File: src/rtl/ww_pkg.sv
// Shared definitions for the ww test-storage block: word/address widths,
// host_sel encoding and the access FSM state type.
package ww_pkg;

    localparam int WORD_W    = 16;
    localparam int TS_ADDR_W = 5;
    localparam int HS_SEL_W  = 6;

    // host_sel map: 0-31 TSR n, 32+i FFR i preset, 40+i FFR i address switch
    localparam logic [HS_SEL_W-1:0] HS_TSR       = 6'd0;
    localparam logic [HS_SEL_W-1:0] HS_FF_PRESET = 6'd32;
    localparam logic [HS_SEL_W-1:0] HS_FF_ADDR   = 6'd40;

    typedef enum logic [1:0] {
        IDLE = 2'd0,
        BUSY = 2'd1,
        ACK  = 2'd2
    } state_t;

endpackage

File: src/rtl/ww_ff_reg.sv
// One flip-flop register: live value, panel preset and address switch.
// The match output tells the top whether the latched access address selects it.
module ww_ff_reg
    import ww_pkg::*;
#(
    parameter int                   DATA_W   = 16,
    parameter int                   AW       = 5,
    parameter logic [AW-1:0]        RST_ADDR = '0
) (
    input  logic              clk,
    input  logic              reset,
    input  logic              storage_reset,
    input  logic              preset_load,
    input  logic              addr_load,
    input  logic [DATA_W-1:0] load_data,
    input  logic              wr_en,
    input  logic [DATA_W-1:0] wr_data,
    input  logic [AW-1:0]     match_addr,
    output logic              match,
    output logic [DATA_W-1:0] rd_value
);

    logic [DATA_W-1:0] value;
    logic [DATA_W-1:0] preset;
    logic [AW-1:0]     addr_sw;

    // Register state; storage_reset reloads from the old preset and wins over a processor write
    always_ff @(posedge clk) begin
        if (reset) begin
            value   <= '0;
            preset  <= '0;
            addr_sw <= RST_ADDR;
        end else begin
            if (preset_load) preset <= load_data;
            if (addr_load)   addr_sw <= load_data[AW-1:0];
            if (storage_reset) begin
                value <= preset;
            end else if (wr_en) begin
                value <= wr_data;
            end
        end
    end

    assign match    = (addr_sw == match_addr);
    // A read completing on a reload edge returns the reloaded contents
    assign rd_value = storage_reset ? preset : value;

endmodule

File: src/rtl/ww_test_storage.sv
// Test-storage responder: 32 toggle-switch registers with N_FF flip-flop
// registers overlaid at switch-selected addresses, served through a
// fixed-latency request/ack access FSM.
//
// Handshake: the processor raises req and holds it (with we/addr/wdata valid)
// until it sees ack. The request is accepted in IDLE on the first edge req=1;
// the attributes are latched there and ignored afterwards. ack is a one-cycle
// strobe ACCESS_CYCLES+1 cycles after acceptance; rdata is valid only while
// ack=1 and is 0 otherwise.
module ww_test_storage
    import ww_pkg::*;
#(
    parameter int WORD_W        = ww_pkg::WORD_W,
    parameter int ADDR_W        = ww_pkg::TS_ADDR_W,
    parameter int N_FF          = 5,
    parameter int ACCESS_CYCLES = 4
) (
    input  logic              clk,
    input  logic              reset,
    input  logic              req,
    input  logic              we,
    input  logic [ADDR_W-1:0] addr,
    input  logic [WORD_W-1:0] wdata,
    output logic [WORD_W-1:0] rdata,
    output logic              ack,
    input  logic              host_we,
    input  logic [5:0]        host_sel,
    input  logic [WORD_W-1:0] host_wdata,
    input  logic              storage_reset,
    output logic [1:0]        fsm_state
);

    localparam int CNT_W  = $clog2(ACCESS_CYCLES + 1);
    localparam int N_TSR  = 2 ** ADDR_W;

    state_t              state;
    logic [CNT_W-1:0]    cnt;
    logic                lat_we;
    logic [ADDR_W-1:0]   lat_addr;
    logic [WORD_W-1:0]   lat_wdata;
    logic                done;

    logic [WORD_W-1:0]   tsr [N_TSR];
    logic                host_tsr;
    logic [WORD_W-1:0]   tsr_rd;

    logic [N_FF-1:0]     ff_match;
    logic [N_FF-1:0]     ff_hit;
    logic [WORD_W-1:0]   ff_rd [N_FF];
    logic                hit_ff;
    logic [WORD_W-1:0]   hit_data;

    assign fsm_state = state;
    assign done      = (cnt == CNT_W'(ACCESS_CYCLES - 1));
    assign host_tsr  = host_we && (host_sel < HS_FF_PRESET);

    // TSR read path sees a host load landing on the same edge
    assign tsr_rd = (host_tsr && (host_sel[ADDR_W-1:0] == lat_addr))
                  ? host_wdata : tsr[lat_addr];

    genvar gi;
    generate
        for (gi = 0; gi < N_FF; gi++) begin : g_ff
            ww_ff_reg #(
                .DATA_W   (WORD_W),
                .AW       (ADDR_W),
                .RST_ADDR (ADDR_W'(gi + 2))
            ) u_ff (
                .clk           (clk),
                .reset         (reset),
                .storage_reset (storage_reset),
                .preset_load   (host_we && (host_sel == HS_FF_PRESET + 6'(gi))),
                .addr_load     (host_we && (host_sel == HS_FF_ADDR + 6'(gi))),
                .load_data     (host_wdata),
                .wr_en         ((state == BUSY) && done && lat_we && ff_hit[gi]),
                .wr_data       (lat_wdata),
                .match_addr    (lat_addr),
                .match         (ff_match[gi]),
                .rd_value      (ff_rd[gi])
            );
        end
    endgenerate

    // Priority select: lowest-index matching FFR wins, otherwise the TSR
    always_comb begin
        ff_hit   = '0;
        hit_ff   = 1'b0;
        hit_data = tsr_rd;
        for (int i = 0; i < N_FF; i++) begin
            if (ff_match[i] && !hit_ff) begin
                ff_hit[i] = 1'b1;
                hit_ff    = 1'b1;
                hit_data  = ff_rd[i];
            end
        end
    end

    // TSR array: loaded only from the host port, read-only to the processor
    always_ff @(posedge clk) begin
        if (reset) begin
            for (int i = 0; i < N_TSR; i++) tsr[i] <= '0;
        end else if (host_tsr) begin
            tsr[host_sel[ADDR_W-1:0]] <= host_wdata;
        end
    end

    // Access FSM with registered ack/rdata
    always_ff @(posedge clk) begin
        if (reset) begin
            state     <= IDLE;
            cnt       <= '0;
            ack       <= 1'b0;
            rdata     <= '0;
            lat_we    <= 1'b0;
            lat_addr  <= '0;
            lat_wdata <= '0;
        end else begin
            case (state)
                IDLE: begin
                    ack   <= 1'b0;
                    rdata <= '0;
                    if (req) begin
                        lat_we    <= we;
                        lat_addr  <= addr;
                        lat_wdata <= wdata;
                        cnt       <= '0;
                        state     <= BUSY;
                    end
                end
                BUSY: begin
                    if (done) begin
                        ack   <= 1'b1;
                        rdata <= lat_we ? '0 : hit_data;
                        state <= ACK;
                    end else begin
                        cnt <= cnt + 1'b1;
                    end
                end
                ACK: begin
                    ack   <= 1'b0;
                    rdata <= '0;
                    state <= IDLE;
                end
                default: begin
                    ack   <= 1'b0;
                    rdata <= '0;
                    state <= IDLE;
                end
            endcase
        end
    end

endmodule

File: config.mk
export PLATFORM = sky130hd
export DESIGN_NAME = ww_test_storage
export DESIGN_NICKNAME = d
export VERILOG_FILES = /design/src/rtl/ww_pkg.sv /design/src/rtl/ww_ff_reg.sv /design/src/rtl/ww_test_storage.sv
export SDC_FILE = /design/constraint.sdc
export NUM_CORES = 1
export LEC_CHECK = 0
export CELL_PAD_IN_SITES_DETAIL_PLACEMENT = 0
export CELL_PAD_IN_SITES_GLOBAL_PLACEMENT = 2
export CORE_ASPECT_RATIO = 1.75
export CORE_UTILIZATION = 46
export CTS_CLUSTER_SIZE = 30
export DETAILED_ROUTE_END_ITERATION = 8
export DONT_BUFFER_PORTS = 1
export MAX_ROUTING_LAYER = met4
export PLACE_DENSITY = 0.83
export SETUP_SLACK_MARGIN = 0.1
export SLEW_MARGIN = 15
export SYNTH_ARGS = -nofsm -noshare
export SYNTH_HDL_FRONTEND = slang
export SYNTH_HIERARCHICAL = 1
export SYNTH_SLANG_ARGS = --single-unit
File: constraint.sdc
create_clock -name clk -period 4 [get_ports clk]
set_input_delay 0.8 -clock clk [delete_from_list [all_inputs] [get_ports clk]]
set_output_delay 0.8 -clock clk [all_outputs]
set_load 0.005 [all_outputs]
==> results of run 1 <==
layout make-up:
| cell class | count | share of cell area [%] |
|---|---|---|
| clock buffer | 85 | 4.86 |
| timing repair buffer | 90 | 1.92 |
| tap | 1020 | 3.31 |
| inverter | 7 | 0.0682 |
| clock inverter | 37 | 1.03 |
| sequential | 746 | 52.1 |
| multi-input combinational | 1685 | 36.7 |
report_power, final:
part | leakage, nW | switching, W | internal, W | total, W
clock network | 1.09 | 0.00298 | 0.00379 | 0.00678
registers | 6.76 | 0.000163 | 0.00852 | 0.00868
logic | 5.41 | 0.000623 | 0.000473 | 0.00110
total | 13.3 | 0.00377 | 0.0128 | 0.0166
final timing paths:
kind,to,slack (ns),cells past startpoint
hold reg to reg,cnt[2],0.49,2
setup / recovery,rdata[11],0.66,5
setup reg to reg,rdata[11],0.66,5
hold / removal,lat_wdata[15],0.25,1
worst max-delay path: stages, from the launching register on:
cell      delay [ns]
dfxtp_1         0.62
xnor2_1         0.19
nand4_1         0.74
o211ai_1        1.04
a211oi_1        0.27
o311a_1         0.36
per-layer routing:
layer,GRT usage (%),up-vias
li1,-,9556
met1,27.0,10900
met3,3.45,219
met4,15.3,0
met5,-,-
met2,50.3,621
registers in the layout, indices dropped and copies added (netlist names), named ones only:
| signal | count |
|---|---|
| g_ff.u_ff/value | 80 |
| cnt | 3 |
| lat_we | 1 |
| fsm_state | 2 |
| rdata | 16 |
| tsr | 512 |
| g_ff.u_ff/addr_sw | 25 |
| lat_addr | 5 |
| lat_wdata | 16 |
| g_ff.u_ff/preset | 80 |
| ack | 1 |
cell families after synthesis:
kind of cell | Yosys count
AOI/OAI and AO/OA | 166
xor gates and xnor gates | 30
adders and majority gates | 2
buffers and inverters | 249
DFF | 746
muxes | 518
and+or+nand+nor | 969
cells in the final DEF (no fill, tap or decap), drive strengths merged, types with 22 or more instances in the layout:
master	netlist	final
a21oi	31	31
and2	450	450
buf	83	90
clkbuf	159	85
clkinv	0	22
dfxtp	234	234
edfxtp	512	512
mux2	173	173
mux2i	204	204
mux4	141	141
nand2	68	68
nor2	240	240
nor2b	26	26
nor3	83	83
or2	33	33
synthesized netlist by cell type, types with 14 or more instances:
cell,instances
a211oi_1,21
a21oi_1,31
and2_1,450
buf_1,14
buf_2,41
clkbuf_1,159
dfxtp_1,234
edfxtp_1,512
mux2_2,123
mux2_4,50
mux2i_1,204
mux4_2,141
nand2_1,68
nand2b_1,17
nand3_1,17
nor2_1,240
nor2b_1,26
nor3_1,83
o21ai_0,21
or2_2,33
xnor2_1,20
through the flow:
| stage | total power (W) | util [%] | cells |
|---|---|---|---|
| floorplan | 0.00960 | - | 2680 |
| global placement | 0.00992 | 47.6 | 3548 |
| detailed placement | 0.00995 | 47.6 | 3548 |
| CTS | 0.0167 | 50.6 | 3670 |
| global route | 0.0170 | 50.6 | 3670 |
| finish | 0.0166 | 50.6 | 3670 |
==> impl_metrics.toml, run 1 <==
[final_layout]
fillers = 6538
n_antenna_cell = 0
multi_input_area_um2 = 14100
drive_gt1_share_pct = 21.3
fin_area_um2 = 38500
syn_to_final_growth_pct = 9.06
ff_latch_area_um2 = 20100
num-nets-final = 2649

[power]
power_density_nw_per_um2 = 430
ir_worst_vdd_mv = 0.321
p_leak_nw = 13.3

[clocking]
cts_tree = "yes"
postCtsResizedCells = 0
clk_pin_slew_ns = 0.07
root_buffer = "clkbuf_16"
cts_made_buffers = 68
clockBufferDepth = 3
post_cts_buffers = 0
cts_sinks = 746
clk_latency_ns = 0.65
hold_buffers = 0
ctsHtreeMaxLevel = 3

[yosys]
async_flop_share_pct = 0
ys_seq_area_share_pct = 56.8
synth_edf_count = 512
synth_adder_area_share_pct = 0.0709
ys_ff_latch = 746
synth.distinct_cells = 54
synth_flop_cell = "edfxtp_1"
syn_area_per_cell_um2 = 13.2
synth_warnings = 6
synth_simple_gate_area_share_pct = 14.8
synth_top_family_by_area = "multiplexers"
yosys-top-cells-area = "edfxtp_1 44%, dfxtp_1 13%, mux4_2 9.0%"
syn_inst = 2680
synth_compound_area_share_pct = 3.39
yosys-mux-area-fraction_pct = 20.8
synth_fp_nets = 2731
post-synth-top-area-fraction_pct = 43.6
yosysTopAreaCell = "edfxtp_1"
post_synth_xor_area_fraction_pct = 0.744
synth_area_um2 = 35300

[global_routing]
grt_pass1_vias = 22100
grtUsageTotal_pct = 27.2
grt_pass1_wl_mm = 148
grt-ovfl-total = 0
grt_max_degree = 248
antenna_found_initial = 1

[drt]
maxUsedRoutingLayer = "met4"
vias_per_cell = 5.79
drc_errors = 0
m1WireLength_mm = 35.0
vias = 21300
antenna_left = 0
met2RoutedLength_mm = 56.1
wl_mm = 101
drtIter0Drc = 1573
dr.pass1.iters = 5
routedWlPerCell_um = 27.5
route.met3.wl_mm = 4.24

[outcome]
status = "finished, final reports clean"

[critical_path]
startpoint_type = "flop"
cp.required_ns = 4.53
critPathArrivalTime_ns = 3.87
endpoint_kind = "flop"
r2r-start = "lat_addr[3]"
startpoint = "lat_addr[3]"
worstSetupPathType = "flop to flop"
crit_fanout = 12

[timing]
rsz0062_at_grt = "false"
finalCritPeriodShare_pct = 83.4
finalMaxSlewViolations = 0
setup_viol = 0
fin_skew_ns = 0.0240
finalCriticalPeriod_ns = 3.34
max_slew_margin_pct = 37.2
fmax_mhz = 300
worst_slew_pin_slew_ns = 0.939
fin_tns_setup_ns = 0
whs_ns = 0.253
setup_ws_ns = 0.664
hold_viol = 0

[floorplanning]
io_pins = 68
start_util_pct = 46.4
rows = 134
die_area_um2 = 77900
floorplan.die.height_um = 368
fp.coreArea_um2 = 76100
die_x_um = 211

[placed_design]
port_buffers = 0
dpl.hpwl_mm = 68.7
placed_cell_area_um2 = 36200
gp_congestion = 0.868
pre_cts_ws_ns = 0.470

[worst_hold_path]
min_path_type = "primary input to flop"
min-delay-start = "reset"

[flow_run]
drv_cap = 0
Power figures use the tool's default switching activity.
==> run 2: changes to the inputs <==
==> constraint.sdc (replaced) <==
create_clock -name clk -period 3.3 [get_ports clk]
set_input_delay 0.66 -clock clk [delete_from_list [all_inputs] [get_ports clk]]
set_output_delay 0.66 -clock clk [all_outputs]
set_load 0.005 [all_outputs]
==> impl_metrics.toml, run 2 (synthesized netlist as in run 1, its figures left out) <==
[placed_design]
gp_congestion = 0.906
placed_cell_area_um2 = 36300
dp_cells = 3556
port_buffers = 0
dpl.hpwl_mm = 69.9

[drt]
antenna_left = 0
vias_per_cell = 5.83
drc_errors = 0
dr.pass1.iters = 5
wl_mm = 102
drtIter0Drc = 1963
routedWlPerCell_um = 27.8
vias = 21500

[critical_path]
worstSetupPathType = "flop to flop"
critPathArrivalTime_ns = 3.29
slowest_stage = "dfxtp_4"
cp.required_ns = 3.81
startpoint_type = "flop"
max_stage_delay_ns = 0.59
cp_common_cell = "mux4_2"
r2r-end = "rdata[0]"
cp_cell_sequence = "buf_12 > mux4_2 > mux4_2 > mux2_2 > nor4_1 > nor3_1"
crit_fanout = 31
endpoint_kind = "flop"
reg2regPathDepth = 6
rrSetupSlack_ns = 0.52

[global_routing]
grt_pass1_wl_mm = 150
grt-ovfl-total = 0
grt_pass1_vias = 22300
grtUsageTotal_pct = 27.5
grt_max_degree = 248
antenna_found_initial = 0

[floorplanning]
die_x_um = 211
rows = 134
io_pins = 68
start_util_pct = 46.4
die_area_um2 = 77900
floorplan.die.height_um = 368
fp.coreArea_um2 = 76100

[power]
ir_worst_vdd_mv = 0.384
power_density_nw_per_um2 = 517
p_leak_nw = 13.3

[clocking]
clk_latency_ns = 0.65
root_buffer = "clkbuf_16"
cts_tree = "yes"
clk_pin_slew_ns = 0.07
post_cts_buffers = 0
clockBufferDepth = 3
postCtsResizedCells = 0
ctsHtreeMaxLevel = 3
hold_buffers = 0
cts_made_buffers = 69
cts_sinks = 746

[final_layout]
largest_register_ffs = 512
stdcell_count = 3684
drive_gt1_share_pct = 21.7
reg_top3 = "tsr: 512 flops, g_ff.u_ff/preset: 80 flops, g_ff.u_ff/value: 80 flops"
mostFrequentLayoutCells = "512 x edfxtp_1, 450 x and2_1, 231 x nor2_1"
syn_to_final_growth_pct = 9.23
num-nets-final = 2658
top_register = "tsr"
fin_area_um2 = 38600
final_common_cell = "edfxtp_1"

[timing]
fin_skew_ns = 0.0290
fin_tns_setup_ns = 0
hold_viol = 0
fmax_mhz = 359
setup_viol = 0
finalMaxSlewViolations = 0
whs_ns = 0.101
rsz0062_at_grt = "false"
finalCriticalPeriod_ns = 2.78
finalCritPeriodShare_pct = 84.3
max_slew_margin_pct = 43.5
worst_slew_pin_slew_ns = 0.846

[worst_hold_path]
min_path_type = "primary input to flop"
min-delay-start = "reset"
holdPathEnd = "lat_wdata[0]"
hold_depth = 1

[flow_run]
drv_cap = 0

[outcome]
status = "finished, final reports clean"
run 2: changes by cell type in the layout (fill, tap and decap cells not counted), moves of 3 or more:
| cell | previous run | this run |
|---|---|---|
| buf_4 | 85 | 89 |
| clkinvlp_4 | 5 | 0 |
| bufinv_16 | 7 | 4 |
| buf_12 | 5 | 9 |
| clkinv_2 | 6 | 14 |
| clkinv_1 | 12 | 9 |
| clkbuf_8 | 2 | 8 |
run 2: per-stage QoR:
step / power (W) / setup slack, ns / utilization, %
3_5_place_dp: 0.0121 / 0.530 / 47.7
6_report: 0.0200 / 0.517 / 50.7
3_3_place_gp: 0.0120 / 0.540 / 47.7
5_1_grt: 0.0205 / 0.271 / 50.7
2_1_floorplan: 0.0116 / 0.395 / -
4_1_cts: 0.0201 / 0.500 / 50.7
run 2: cell type report:
type | count | area, µm²
timing repair buffer | 98 | 848
multi-input combinational | 1685 | 14100
clock buffer | 92 | 1920
clock inverter | 35 | 299
fill | 6593 | 37600
sequential | 746 | 20100
inverter | 7 | 26.3
tap | 1020 | 1280
antenna | 1 | 2.50
run 2: how the worst max path moves through the flow:
stage                     start                endpoint  slack, ns  cells past startpoint
floorplan           lat_addr[4]  g_ff[4].u_ff/value[10]       0.39                     14
global placement           flop                rdata[0]       0.54                      6
detailed placement         flop                rdata[6]       0.53                      6
CTS                        flop               rdata[10]       0.50                      6
global route        lat_addr[0]                rdata[0]       0.27                     10
finish                     flop                rdata[0]       0.52                      6
run 2: critical path, delay by kind of cell, from the launching register on:
kind | cells | cell delay [ns]
buffers and inverters | 1 | 0.29
DFF | 1 | 0.59
muxes | 3 | 1.44
and+or+nand+nor | 2 | 0.25
run 2: power by group:
group / internal, W / leakage [nW] / switching (W) / total [W]
clock: 0.00443 / 1.11 / 0.00367 / 0.00810
sequential: 0.0103 / 6.76 / 0.000192 / 0.0105
combinational: 0.000580 / 5.47 / 0.000754 / 0.00133
total: 0.0153 / 13.3 / 0.00461 / 0.0200
run 2: metal layers:
metal / track usage (%) / wire length (µm) / share of wire [%]
met4: 14.4 / 5680 / 5.6
met5: - / 0 / 0
met3: 3.67 / 4410 / 4.3
met2: 50.9 / 56900 / 56
met1: 27.6 / 35300 / 35
